<file path="src/rtl/cfg_frame_rx.sv">
// Serial configuration frame receiver: hunts for a sync word, captures the
// payload into a shadow register and commits it to CFG_OUT on even parity.
module cfg_frame_rx #(
  parameter int                PAYLOAD_W    = 11,
  parameter int                SYNC_W       = 4,
  parameter logic [SYNC_W-1:0] SYNC_PATTERN = 4'b1011
) (
  input  logic                 CLK_SR,
  input  logic                 RST,
  input  logic                 SER_IN,
  output logic [PAYLOAD_W-1:0] CFG_OUT,
  output logic                 CFG_VALID,
  output logic                 CFG_UPD,
  output logic                 FRAME_ERR,
  output logic                 BUSY,
  output logic [3:0]           ERR_CNT
);

  localparam int IDX_W = (PAYLOAD_W > 1) ? $clog2(PAYLOAD_W) : 1;

  typedef enum logic [1:0] {
    S_HUNT,
    S_PAYLOAD,
    S_PARITY
  } state_t;

  state_t                 state_q, state_d;
  logic [SYNC_W-1:0]      window_q, window_d;
  logic [SYNC_W-1:0]      window_next;
  logic [IDX_W-1:0]       idx_q, idx_d;
  logic [PAYLOAD_W-1:0]   shadow_q, shadow_d;
  logic [PAYLOAD_W-1:0]   cfg_q, cfg_d;
  logic                   valid_q, valid_d;
  logic                   upd_q, upd_d;
  logic                   ferr_q, ferr_d;
  logic [3:0]             errcnt_q, errcnt_d;
  logic                   par_bad;

  always_ff @(posedge CLK_SR or posedge RST) begin
    if (RST) begin
      state_q  <= S_HUNT;
      window_q <= '0;
      idx_q    <= '0;
      shadow_q <= '0;
      cfg_q    <= '0;
      valid_q  <= 1'b0;
      upd_q    <= 1'b0;
      ferr_q   <= 1'b0;
      errcnt_q <= '0;
    end else begin
      state_q  <= state_d;
      window_q <= window_d;
      idx_q    <= idx_d;
      shadow_q <= shadow_d;
      cfg_q    <= cfg_d;
      valid_q  <= valid_d;
      upd_q    <= upd_d;
      ferr_q   <= ferr_d;
      errcnt_q <= errcnt_d;
    end
  end

  always_comb begin
    state_d     = state_q;
    window_d    = window_q;
    idx_d       = idx_q;
    shadow_d    = shadow_q;
    cfg_d       = cfg_q;
    valid_d     = valid_q;
    upd_d       = 1'b0;
    ferr_d      = 1'b0;
    errcnt_d    = errcnt_q;
    window_next = {window_q[SYNC_W-2:0], SER_IN};
    par_bad     = (^shadow_q) ^ SER_IN;

    case (state_q)
      S_HUNT: begin
        window_d = window_next;
        if (window_next == SYNC_PATTERN) begin
          state_d  = S_PAYLOAD;
          idx_d    = '0;
          window_d = '0;
        end
      end
      S_PAYLOAD: begin
        shadow_d[idx_q] = SER_IN;
        idx_d           = idx_q + 1'b1;
        if (idx_q == IDX_W'(PAYLOAD_W - 1)) state_d = S_PARITY;
      end
      S_PARITY: begin
        if (!par_bad) begin
          cfg_d   = shadow_q;
          valid_d = 1'b1;
          upd_d   = 1'b1;
        end else begin
          ferr_d = 1'b1;
          if (errcnt_q != 4'hF) errcnt_d = errcnt_q + 4'd1;
        end
        // Window was cleared on the sync match, so the next hunt starts from zero.
        state_d = S_HUNT;
      end
      default: state_d = S_HUNT;
    endcase
  end

  assign CFG_OUT   = cfg_q;
  assign CFG_VALID = valid_q;
  assign CFG_UPD   = upd_q;
  assign FRAME_ERR = ferr_q;
  assign BUSY      = (state_q != S_HUNT);
  assign ERR_CNT   = errcnt_q;

endmodule

</file>
<file path="config.mk">
export PLATFORM = sky130hd
export DESIGN_NAME = cfg_frame_rx
export DESIGN_NICKNAME = d
export VERILOG_FILES = /design/src/rtl/cfg_frame_rx.sv
export SDC_FILE = /design/constraint.sdc
export NUM_CORES = 1
export LEC_CHECK = 0
export BUFFER_PORTS_ARGS = -buffer_cell sky130_fd_sc_hd__buf_2
export CORE_MARGIN = 2
export CORE_UTILIZATION = 56
export CTS_CLUSTER_DIAMETER = 50
export CTS_CLUSTER_SIZE = 30
export DETAILED_ROUTE_END_ITERATION = 10
export PLACE_DENSITY_LB_ADDON = 0.25
export REMOVE_ABC_BUFFERS = 1
export SLEW_MARGIN = 10
export SYNTH_ARGS = -nofsm -noshare
export SYNTH_HDL_FRONTEND = slang
export SYNTH_SLANG_ARGS = --single-unit
</file>
<file path="constraint.sdc">
create_clock -name CLK_SR -period 2.4 [get_ports CLK_SR]
set_input_delay 0.24 -clock CLK_SR [delete_from_list [all_inputs] [get_ports CLK_SR]]
set_output_delay 0.24 -clock CLK_SR [all_outputs]
set_load 0.01 [all_outputs]
</file>
---- Word-level counts from Yosys, hierarchy flattened ----
Cells that the tools add are included.
storage, ports and cells
  register bits ........................... 38
  bits of input ports ..................... 3
  output and inout port bits .............. 19
  logic and storage cells ................. 44
cells by class
  add/sub/neg operators ................... 2
  $lt $le $gt $ge ......................... 2
  equal/unequal tests ..................... 7
  muxes and demuxes ....................... 13
  bitwise gates (word level) .............. 2
  reduce and logical (&&, ||, !) cells .... 9
operators by type and width
  kind                                                                                 count
  11-bit bitwise mux                                                                   1
  11-bit parity                                                                        1
  4-bit by 1-bit adder with 4-bit output, second input constant                        2
  4-bit == test, second input constant                                                 2
  4-bit case mux with 2 select lines                                                   1
  2-bit AND reduction                                                                  3
  4-bit by 5-bit less-than comparator with 1-bit output, second input constant         1
  1-bit two-way mux                                                                    5
  1-bit demux with 4-bit select                                                        1
  4-bit by 1-bit greater-or-equal comparator with 1-bit output, second input constant  1
  2-bit two-way mux                                                                    2
  4-bit two-way mux                                                                    1
  2-bit != test, second input constant                                                 2
  4-bit != test, second input constant                                                 1
  2-bit case mux with 2 select lines                                                   1
  2-bit nonzero test                                                                   2
  3-bit two-way mux                                                                    1
  3-bit AND reduction                                                                  1
  2-bit by 1-bit == test with 1-bit output, second input constant                      1
  2-bit == test, second input constant                                                 1
  2-bit logical NOT                                                                    1
  1-bit logical AND                                                                    1
  1-bit inverter                                                                       1
  1-bit bitwise XOR                                                                    1

---- Depth between registers and ports, before layout ----
Gate-level depths: netlist (run 1).
  word-level depth ........................ 5
  gate-level depth with buffers ........... 6
  mapped depth without buffers ............ 5

---- Worst setup path before layout (run 1) ----
Ideal clock, no wire load.
  path type ............................... reg-to-reg
  start point ............................. reg shadow_q[5]
  end point ............................... reg cfg_q[0] (netlist: CFG_OUT[0])
  library setup time ...................... 0.125 ns
  arrival time ............................ 1.784 ns
  required time ........................... 2.275 ns
  slack ................................... 0.491 ns
  stages on the path, launching flop included .. 7
  path buffers ............................ 1
  clock period less this slack ............ 1.909 ns
  cells stage by stage .................... dfrtp_1 xnor2_1 xnor2_1 xnor3_2 and2_4 buf_12 mux2_4
between the ends
  longest elaborated chain between the ends .. 4
RTL lines
  element                               RTL line  text
  start: declaration                    31        logic [PAYLOAD_W-1:0] shadow_q, shadow_d;
  start signal: assignment              54        shadow_q <= shadow_d;
  11-bit parity                         74        par_bad = (^shadow_q) ^ SER_IN;
  1-bit bitwise XOR                     74
  1-bit inverter (no source line)       --
  2-bit AND reduction (no source line)  --
  end signal: assignment                55        cfg_q <= cfg_d;
  end: declaration                      32        logic [PAYLOAD_W-1:0] cfg_q, cfg_d;
No other way between the ends.
A chain may end at the register's enable or synchronous reset.

---- Final worst setup path (run 1) ----
  start point ............................. reg shadow_q[7]
  end point ............................... reg cfg_q[7] (netlist: CFG_OUT[7])
between the ends
  longest elaborated chain between the ends .. 4
RTL lines
  element                               RTL line
  11-bit parity                         74
  1-bit bitwise XOR                     74
  1-bit inverter (no source line)       --
  2-bit AND reduction (no source line)  --
Several ways; a longest one is shown, not always the timed one.

==> results of run 1 <==
[power by group through the flow]
| stage | Sequential (mW) | Combinational, mW | Clock (mW) |
|---|---|---|---|
| after floorplan | 1.10 | 0.991 | 0 |
| after global placement | 1.11 | 1.23 | 0 |
| after detailed placement | 1.12 | 1.27 | 0 |
| after CTS | 1.11 | 1.27 | 0.359 |
| after global routing | 1.15 | 1.38 | 0.401 |
| final | 1.11 | 1.27 | 0.345 |
[Yosys cell counts (2+ instances only)]
library cell,number
nand2b_1,3
or2_2,3
inv_1,4
a22o_1,3
a21boi_0,2
o21bai_1,2
nand3_1,2
nor2b_1,2
xnor2_1,7
xor2_1,2
nor2_1,8
clkbuf_1,4
ha_1,5
mux2_4,8
mux2_2,17
nand2_1,7
o21ai_0,2
dfrtp_1,38
nor3_1,6
a21oi_1,2
[state kept, by name, summed over array words and instances, names as in the netlist]
| register | count |
|---|---|
| CFG_OUT | 11 |
| CFG_UPD | 1 |
| CFG_VALID | 1 |
| ERR_CNT | 4 |
| FRAME_ERR | 1 |
| idx_q | 4 |
| shadow_q | 11 |
| state_q | 2 |
| window_q | 3 |
[what timing repair did]
action / in CTS / in global routing
hold buffers: 1 / 0
hold endpoints to repair: 29 / 0
buffers inserted: 0 / 0
[cells in the final DEF, fill, tap and decap left out, types with 2 or more instances in the layout]
| master | instances |
|---|---|
| a21boi_0 | 2 |
| nor2_1 | 8 |
| nand2_1 | 7 |
| nand3_1 | 2 |
| nor2b_1 | 2 |
| a22o_1 | 3 |
| mux2_2 | 17 |
| mux2_4 | 8 |
| clkbuf_4 | 5 |
| dfrtp_1 | 38 |
| ha_1 | 5 |
| or2_2 | 3 |
| o21ai_0 | 2 |
| xor2_1 | 2 |
| nand2b_1 | 3 |
| a21oi_1 | 2 |
| inv_1 | 4 |
| xnor2_1 | 7 |
| o21bai_1 | 2 |
| nor3_1 | 6 |
| buf_2 | 21 |
[worst max path at each step]
stage | end | start | slack (ns)
2_1_floorplan | CFG_OUT[0]$_DFFE_PP0P_ | shadow_q[5]$_DFFE_PP0P_ | 0.58
3_3_place_gp | CFG_OUT[7]$_DFFE_PP0P_ | shadow_q[7]$_DFFE_PP0P_ | 0.44
3_5_place_dp | CFG_OUT[7]$_DFFE_PP0P_ | shadow_q[7]$_DFFE_PP0P_ | 0.42
4_1_cts | CFG_OUT[7]$_DFFE_PP0P_ | shadow_q[7]$_DFFE_PP0P_ | 0.41
5_1_grt | ERR_CNT[1]$_DFFE_PP0P_ | shadow_q[4]$_DFFE_PP0P_ | 0.31
6_report | CFG_OUT[7]$_DFFE_PP0P_ | shadow_q[7]$_DFFE_PP0P_ | 0.43
[per-stage QoR]
step                      hold slack [ns]  utilization [%]
after floorplan                     0.390                -
after global routing                0.325             65.3
after detailed placement            0.381             63.0
after global placement              0.363             63.0
after CTS                           0.297             65.3
final                               0.316             65.3
[cell families after synthesis]
family          after synthesis
compound gates               14
xor+xnor                     11
fa+ha+maj                     5
buf+inv                       9
flops                        38
mux                          26
simple gates                 36
[critical path, cell delays in order (launching register included)]
cell and delay, ns:
dfrtp_1 0.41, xor2_1 0.22, xnor2_1 0.10, xnor3_2 0.47
and2_4 0.30, mux2_2 0.36
[per-layer routing]
layer	routed length (um)	share of wire, %	vias up	global-route usage, %
met4	48	1.6	0	7.45
met1	1350	46	559	24.3
met3	132	4.5	6	7.04
met5	0	0	-	0
met2	1430	48	26	29.5
li1	-	-	531	-
[final cells by class]
| cell class | count | area, um^2 | share of cell area (%) |
|---|---|---|---|
| Inverter | 4 | 15.0 | 0.753 |
| Tap cell | 44 | 55.1 | 2.76 |
| Clock inverter | 1 | 5.00 | 0.251 |
| Clock buffer | 7 | 55.1 | 2.76 |
| Timing Repair Buffer | 23 | 123 | 6.15 |
| Multi-Input combinational cell | 92 | 790 | 39.6 |
| Sequential cell | 38 | 951 | 47.7 |
==> reports/summary.txt, run 1 <==
status: finished clean
crit path time final: 1.97 ns
Port Buffers: 21
die area: 3670 um^2
sequential power share: 40.7%
fill count: 259
Comb power frac: 46.6%
Place WS: 0.420 ns
Adder-Cell Fraction of Synth Area: 3.49%
DP HPWL: 2080 um
EDFF count, synth: 0
Yosys cell types: 32
PD cells: 1370 nW/um^2
Post-Route WL: 2960 um
Congestion Overflow GR: 0
hold depth: 3
post-synthesis xor/xnor area fraction: 6.64%
synthesized area per cell: 12.9 um^2
cts bufs inserted: 5
sw power: 1.02 mW
Total Routing Usage GR: 19.0%
Die X: 60.5 um
CTS tree: yes
largest family of logic cells by synthesized area: multiplexers
Peak supply drop: 767 uV
Simple-Gate Fraction of Synth Area: 10.5%
Setup TNS: 0 ns
Seq/Total Area, Yosys: 53.1%
DRC violations left: 0
worst reg2reg path depth: 5
FF-to-FF Start: shadow_q[7]$_DFFE_PP0P_
synth top area cells: dfrtp_1, mux2_2, mux2_4, ha_1, xnor2_1
Pwr Total: 2.72 mW
Final Hold Viols: 0
H-tree Lvls: 2
Slew Limit Fails: 0
GPL Wtd Cong: 0.873
Net Sw Frac: 37.4%
clock share of power: 12.7%
relative slew slack: 68.8%
I/O pin cnt: 22
fin nets: 172
wire length of the first global-routing pass: 4930 um
Worst Max-Slew Pin Slew: 0.467 ns
final worst clock skew: 0.00605 ns
Clk Latency, worst-skew pair: 0.34 ns
Compound-Gate Fraction of Synth Area: 5.52%
vias: 1122
Area Overhead vs Synth: 11.3%
max_cap viols: 0
Core Footprint: 3050 um^2
R2R Path End: CFG_OUT[7]$_DFFE_PP0P_
Iteration-0 DRC Markers: 67
hold endpoint: window_q[0]$_DFFE_PP0N_
post-route setup slack: 0.425 ns
Internal: 1.70 mW
worst path required time: 2.64 ns
fmax: 0.506 GHz
Crit path arrival time: 2.21 ns
Cell Area, Synth: 1790 um^2
Routed Antenna Nets: 0
hold crit path type: input pin to register
diode count: 0
Worst setup SP type: register
Starting Density: 58.6%
Resize count post-CTS: 0
multiplexer area fraction after synthesis: 18.0%
Placed Cells: 200
layout cells sized above 1: 36.4%
RSZ-0062 raised after global routing: false
post-synth top area share: 53.1%
Crit. End Element: register
post-synth top area cell: dfrtp_1
hold_sp: SER_IN
clock-pin transition on the worst setup and hold timing paths: 0.10 ns
vias in the first global route: 1075
Warnings, synthesis: 0
# setup viols final: 0
site row count: 20
CTS max path bufs: 2
critical-path maximum fanout: 13
average wire per standard cell: 14.1 um
clock sinks: 38
FFs w/ async S/R, synth: 100%
Area after DPL: 1920 um^2
Final Cycle Share: 82.3%
via density per instance: 5.37
clock tree root buffer cell: clkbuf_4
Seq cells post-synth: 38
Syn Inst Count: 139
fin area: 1990 um^2
initial antenna violation count: 0
R2R setup slack: 0.43 ns
Initial DRT Pass Iterations: 4
Crit Path Class: register to register
Finished Layout Cells: 209
Die Y: 60.5 um
largest net degree at the start of global routing: 39
Synth Flop Type: dfrtp_1
leak pwr: 0.981 nW
No activity file was read; power rests on OpenSTA's default activity.
==> run 2, diff against run 1 <==
Settings changed: CORE_UTILIZATION 56 to 51.
Clock period 2.4 ns to 1.7 ns, I/O delays scaled along.
==> run 2 against run 1 <==
- the run now ends with negative setup slack left
- first-iteration DRC count decreased by 28%
- register-to-register slack got worse by 0.62 ns
- final cell count increased by 10%
- sequential share of layout area decreased by 4.2 points
- via count increased by 3.7%
- maximum frequency increased by 4.3%
- power increased by 77%
- utilization decreased by 0.29 points
- clock power increased by 27%
- critical path depth unchanged
- critical path type unchanged
==> reports/summary.txt, run 2 (synthesized netlist as in run 1, its figures left out) <==
Iteration-0 DRC Markers: 48 (was 67)
Final Hold Viols: 0 (unchanged)
Post-Route WL: 3370 um (was 2960 um)
fin nets: 192 (was 172)
CP Cell Sequence: xor2_1 -> xnor2_1 -> xnor3_2 -> and2_4 -> mux2_4 (was xor2_1 -> xnor2_1 -> xnor3_2 -> and2_4 -> mux2_2)
Congestion Overflow GR: 0 (unchanged)
Slew Limit Fails: 0 (unchanged)
Worst setup SP type: register (unchanged)
# setup viols final: 17 (was 0)
DRC violations left: 0 (unchanged)
die area: 4000 um^2 (was 3670 um^2)
Final Cycle Share: 111% (was 82.3%)
via density per instance: 5.06 (was 5.37)
diode count: 0 (unchanged)
slowest stage cell, crit path: xnor3_2 (unchanged)
site row count: 21 (was 20)
layout cells sized above 1: 47.8% (was 36.4%)
Clk Latency, worst-skew pair: 0.35 ns (was 0.34 ns)
worst path required time: 1.93 ns (was 2.64 ns)
Worst Max-Slew Pin Slew: 0.465 ns (was 0.467 ns)
fmax: 0.528 GHz (was 0.506 GHz)
clock-pin transition on the worst setup and hold timing paths: 0.12 ns (was 0.10 ns)
critical-path maximum fanout: 7 (was 13)
PD cells: 2200 nW/um^2 (was 1370 nW/um^2)
I/O pin cnt: 22 (unchanged)
Crit path arrival time: 2.13 ns (was 2.21 ns)
commonest non-fill, non-tap cells in the layout: dfrtp_1, buf_2, buf_4 (was dfrtp_1, buf_2, mux2_2)
Core Footprint: 3360 um^2 (was 3050 um^2)
wire length of the first global-routing pass: 5710 um (was 4930 um)
Crit. End Element: register (unchanged)
Crit path largest cell delay: 0.48 ns (was 0.47 ns)
vias in the first global route: 1222 (was 1075)
clock tree root buffer cell: clkbuf_4 (unchanged)
status: finished with violations (was finished clean)
CTS max path bufs: 2 (unchanged)
DP HPWL: 2380 um (was 2080 um)
Starting Density: 53.2% (was 58.6%)
cell family with most CP delay: XOR/XNOR gates (unchanged)
WP buf/inv: 0 (unchanged)
hold crit path type: input pin to register (unchanged)
leak pwr: 1.10 nW (was 0.981 nW)
Area Overhead vs Synth: 22.1% (was 11.3%)
crit path time final: 1.89 ns (was 1.97 ns)
Crit Path Class: register to register (unchanged)
average wire per standard cell: 14.7 um (was 14.1 um)
max_cap viols: 0 (unchanged)
Place WS: -0.198 ns (was 0.420 ns)
violated checks: negative setup slack
vias: 1164 (was 1122)
H-tree Lvls: 2 (unchanged)
Port Buffers: 21 (unchanged)
final worst clock skew: 0.0168 ns (was 0.00605 ns)
commonest non-fill, non-tap cell in the layout: dfrtp_1 (unchanged)
Initial DRT Pass Iterations: 2 (was 4)
clock sinks: 38 (unchanged)
fin util: 65.0% (was 65.3%)
Peak supply drop: 1710 uV (was 767 uV)
Die Y: 63.3 um (was 60.5 um)
largest net degree at the start of global routing: 39 (unchanged)
GPL Wtd Cong: 0.835 (was 0.873)
RSZ-0062 raised after global routing: true (was false)
Routed Antenna Nets: 0 (unchanged)
post-route setup slack: -0.193 ns (was 0.425 ns)
Total Routing Usage GR: 19.1% (was 19.0%)
relative slew slack: 69.0% (was 68.8%)
Die X: 63.3 um (was 60.5 um)
initial antenna violation count: 0 (unchanged)
cts bufs inserted: 5 (unchanged)
CTS tree: yes (unchanged)
[run 2: cell count changes in the layout (fill, tap and decap cells not counted), sizes merged]
| cell | previous run | this run |
|---|---|---|
| clkinv | 1 | 2 |
| buf | 22 | 41 |
| and2 | 1 | 2 |
| clkbuf | 7 | 5 |
[run 2: power breakdown]
| part | total, mW | internal, mW | switching (mW) |
|---|---|---|---|
| Sequential | 1.53 | 1.24 | 0.296 |
| Combinational | 2.84 | 1.60 | 1.24 |
| Clock | 0.439 | 0.149 | 0.291 |
| Total | 4.81 | 2.99 | 1.82 |
[run 2: worst paths after layout]
path,startpoint,to,slack [ns],depth (start not counted)
max in group asynchronous,RST,CFG_OUT[8]$_DFFE_PP0P_,0.90,4
worst min-delay path,SER_IN,shadow_q[10]$_DFFE_PP0P_,0.31,3
worst max-delay path,shadow_q[7]$_DFFE_PP0P_,CFG_OUT[1]$_DFFE_PP0P_,-0.19,5
worst min register to register,state_q[0]$_DFFE_PP0P_,FRAME_ERR$_DFF_PP0_,0.50,1
worst max register to register,shadow_q[7]$_DFFE_PP0P_,CFG_OUT[1]$_DFFE_PP0P_,-0.19,5
min in group asynchronous,RST,shadow_q[0]$_DFFE_PP0P_,0.46,4
[run 2: cell type report]
type | instances | area [um^2]
multi-input combinational | 93 | 846
inverter | 4 | 15.0
clock inverter | 2 | 10.0
tap | 46 | 57.6
timing repair buffer | 42 | 269
sequential | 38 | 951
clock buffer | 5 | 37.5
fill | 294 | 1180
[run 2: timing repair]
action,in CTS,in global routing
endpoints found under the hold margin,38,0
setup buffers,2,1
resized for setup,12,2
gates cloned,1,0
pin swaps,2,1
endpoints found under the setup margin,17,17
hold buffers,1,0
[run 2: worst reg2reg max path, stage by stage, from the launching register on]
cell and delay, ns:
dfrtp_1 0.41, xor2_1 0.22, xnor2_1 0.14, xnor3_2 0.49
and2_4 0.23, mux2_4 0.30
[run 2: per-stage QoR]
step	std cells	TNS (ns)	total power [mW]	instance area, um^2	hold slack, ns
floorplan	134	-1.56	2.96	1760	0.320
global route	230	-3.63	5.15	2190	0.315
global placement	218	-1.92	3.69	2050	0.296
detailed placement	218	-2.59	3.79	2050	0.318
finish	230	-2.49	4.81	2190	0.309
CTS	229	-2.51	4.76	2170	0.303
[run 2: routing by layer]
metal	routed length [um]	part of all wire [%]	up-vias	global-route usage, %
met5	0	0	-	0
met4	56	1.7	0	7.34
met3	115	3.4	7	5.89
met2	1690	50	17	32.7
met1	1510	45	567	22.6
li1	-	-	573	-
==> run 3, diff against run 2 <==
Settings changed: ABC_AREA from default to 1, SETUP_SLACK_MARGIN from default to 0.2.
==> run 3 against run 2 <==
- the flow now finishes without violations
- area after synthesis rose by 4.4%
- design area grew 4.0%
- global-route usage fell by 0.40 points
- hold slack got worse by 0.16 ns
- non-clock buffer count shrank 9
- final cell count increased by 36%
- via count increased by 30%
- die area grew 4.1%
- utilization increased by 1.6 points
- synthesized cell count is 65% higher
- critical endpoint is now CFG_OUT[6]$_DFFE_PP0P_
==> reports/summary.txt, run 3 <==
Peak supply drop: 1050 uV (was 1710 uV)
synth top area cells: dfrtp_1, nand2_1, inv_1, o21ai_0, ha_1 (was dfrtp_1, mux2_2, mux2_4, ha_1, xnor2_1)
Yosys cell types: 24 (was 32)
DRC violations left: 0 (unchanged)
average wire per standard cell: 11.8 um (was 14.7 um)
post-synth top area share: 50.9% (was 53.1%)
Area Overhead vs Synth: 21.6% (was 22.1%)
die area: 4170 um^2 (was 4000 um^2)
DP HPWL: 2500 um (was 2380 um)
slowest stage cell, crit path: dfrtp_1 (was xnor3_2)
Total Routing Usage GR: 18.7% (was 19.1%)
Internal: 2.16 mW (was 2.99 mW)
cell with the most instances after synthesis: nand2_1 (was dfrtp_1)
Setup TNS: 0 ns (was -2.49 ns)
crit path time final: 1.51 ns (was 1.89 ns)
Congestion Overflow GR: 0 (unchanged)
critical-path maximum fanout: 5 (was 7)
sw power: 1.78 mW (was 1.82 mW)
Comb power frac: 47.7% (was 59.0%)
max_cap viols: 0 (unchanged)
leak pwr: 1.21 nW (was 1.10 nW)
Cell Area, Synth: 1870 um^2 (was 1790 um^2)
Crit path top cell by count: nand2_1
CTS tree: yes (unchanged)
CTS max path bufs: 2 (unchanged)
Port Buffers: 21 (unchanged)
clock-pin transition on the worst setup and hold timing paths: 0.12 ns (about the same)
Seq cells post-synth: 38 (unchanged)
Warnings, synthesis: 0 (unchanged)
Syn Inst Count: 230 (was 139)
Routed Antenna Nets: 0 (unchanged)
hold crit path type: input pin to register (unchanged)
commonest non-fill, non-tap cells in the layout: nand2_1, dfrtp_1, buf_2 (was dfrtp_1, buf_2, buf_4)
layout cells sized above 1: 31.8% (was 47.8%)
Worst setup SP type: register (unchanged)
Worst Max-Slew Pin Slew: 0.481 ns (was 0.465 ns)
diode count: 0 (unchanged)
wire length of the first global-routing pass: 5930 um (was 5710 um)
worst path required time: 1.95 ns (was 1.93 ns)
post-route setup slack: 0.185 ns (was -0.193 ns)
status: finished clean (was finished with violations)
fin nets: 274 (was 192)
# setup viols final: 0 (was 17)
Place WS: 0.146 ns (was -0.198 ns)
final worst clock skew: 0.0176 ns (was 0.0168 ns)
PD cells: 1730 nW/um^2 (was 2200 nW/um^2)
Die Y: 64.5 um (was 63.3 um)
Crit path arrival time: 1.76 ns (was 2.13 ns)
Starting Density: 54.7% (was 53.2%)
site row count: 21 (unchanged)
Final Cycle Share: 89.1% (was 111%)
fmax: 0.660 GHz (was 0.528 GHz)
EDFF count, synth: 0 (unchanged)
largest net degree at the start of global routing: 39 (unchanged)
post-synth top area cell: dfrtp_1 (unchanged)
Iteration-0 DRC Markers: 92 (was 48)
Die X: 64.5 um (was 63.3 um)
CP Cell Sequence: inv_2 -> nand2_1 -> nand2_1 -> nand2_1 -> nand2_1 -> nand2_2 -> nand3_4 -> nand3_4 -> buf_6 -> nand2_2 -> o21ai_2 (was xor2_1 -> xnor2_1 -> xnor3_2 -> and2_4 -> mux2_4)
initial antenna violation count: 0 (unchanged)
Final Hold Viols: 0 (unchanged)
Post-Route WL: 3690 um (was 3370 um)
H-tree Lvls: 2 (unchanged)
Post-synth top cells: nand2_1, dfrtp_1, inv_1 (was dfrtp_1, mux2_2, mux2_4, nor2_1)
clock share of power: 13.0% (was 9.1%)
Slew Limit Fails: 0 (unchanged)
relative slew slack: 67.9% (was 69.0%)
sequential power share: 39.4% (was 31.8%)
Net Sw Frac: 45.1% (was 37.9%)
Core Footprint: 3420 um^2 (was 3360 um^2)
Synth Flop Type: dfrtp_1 (unchanged)
cts bufs inserted: 5 (unchanged)
Crit. End Element: register (unchanged)
RSZ-0062 raised after global routing: true (unchanged)
vias in the first global route: 1367 (was 1222)
Hold Worst Slack: 0.146 ns (was 0.309 ns)
clock tree root buffer cell: clkbuf_4 (unchanged)
I/O pin cnt: 22 (unchanged)
Clk Latency, worst-skew pair: 0.36 ns (was 0.35 ns)
Pwr Total: 3.94 mW (was 4.81 mW)
Crit path largest cell delay: 0.44 ns (was 0.48 ns)
GPL Wtd Cong: 0.852 (was 0.835)
synthesized area per cell: 8.13 um^2 (was 12.9 um^2)
Initial DRT Pass Iterations: 4 (was 2)
fin util: 66.6% (was 65.0%)
vias: 1511 (was 1164)
commonest non-fill, non-tap cell in the layout: nand2_1 (was dfrtp_1)
Seq/Total Area, Yosys: 50.9% (was 53.1%)
via density per instance: 4.83 (was 5.06)
clock sinks: 38 (unchanged)
FFs w/ async S/R, synth: 100% (unchanged)
Crit Path Class: register to register (unchanged)
run 3: changes by cell type after synthesis, moves of 8 or more:
cell | before | now
mux2_4 | 8 | 0
o21ai_0 | 2 | 15
inv_1 | 4 | 24
mux2_2 | 17 | 0
nand2_1 | 7 | 85
nand3_1 | 2 | 11
run 3: cells by family (layout without fill, tap and decap cells):
family	count (synthesis)	count (layout)	share of synthesized area [%]
xor gates and xnor gates	2	2	0.937
adders and majority gates	5	5	3.35
and+or+nand+nor	123	123	28.0
AOI/OAI and AO/OA	31	31	9.50
DFF	38	38	50.9
buffers and inverters	31	68	7.30
run 3: critical path, delay by kind of cell (launching register included):
family,cells,cell delay [ns]
buffers and inverters,2,0.27
AOI/OAI and AO/OA,1,0.05
and+or+nand+nor,8,0.64
DFF,1,0.44
run 3: per-stage QoR:
step	area (um^2)	cells
final	2270	313
after floorplan	1830	226
after detailed placement	2040	299
after global placement	2040	299
after global routing	2270	313
after CTS	2140	310
run 3: repair_timing:
item | CTS | global route
gates cloned | 0 | 1
hold endpoints to repair | 38 | 0
pin swaps | 1 | 7
hold buffers | 1 | 0
setup buffers | 2 | 2
resized for setup | 3 | 41
endpoints found under the setup margin | 13 | 17
run 3: cell type report:
class                      instances  area [um^2]
clock inverter                     1         5.00
clock buffer                       7         55.1
inverter                          27          101
multi-input combinational        161          881
fill                             284         1140
sequential                        38          952
timing repair buffer              33          221
tap                               46         57.6
run 3: power groups by stage:
stage	registers, mW	logic, mW	clock network (mW)
floorplan	1.52	1.18	0
global placement	1.50	1.56	0
detailed placement	1.52	1.60	0
CTS	1.50	1.63	0.518
global route	1.60	2.13	0.555
finish	1.55	1.88	0.511
run 3: routing by layer:
layer | part of all wire [%] | routed length (um) | up-vias | global-route usage, %
met3 | 3.1 | 114 | 8 | 5.21
met5 | 0 | 0 | - | 0
met2 | 46 | 1710 | 18 | 29.6
met1 | 48 | 1780 | 687 | 23.9
met4 | 2.2 | 81 | 0 | 8.78
li1 | - | - | 798 | -
run 3: path summary, 6_finish.rpt:
kind | startpoint | end | slack [ns] | depth (start not counted)
max in group asynchronous | RST | shadow_q[0]$_DFFE_PP0P_ | 0.87 | 4
max reg2reg | shadow_q[2]$_DFFE_PP0P_ | CFG_OUT[6]$_DFFE_PP0P_ | 0.19 | 11
min | SER_IN | shadow_q[6]$_DFFE_PP0P_ | 0.15 | 3
min reg2reg | CFG_VALID$_DFFE_PP0P_ | CFG_VALID$_DFFE_PP0P_ | 0.47 | 1
min in group asynchronous | RST | ERR_CNT[2]$_DFFE_PP0P_ | 0.46 | 4
max | shadow_q[2]$_DFFE_PP0P_ | CFG_OUT[6]$_DFFE_PP0P_ | 0.19 | 11
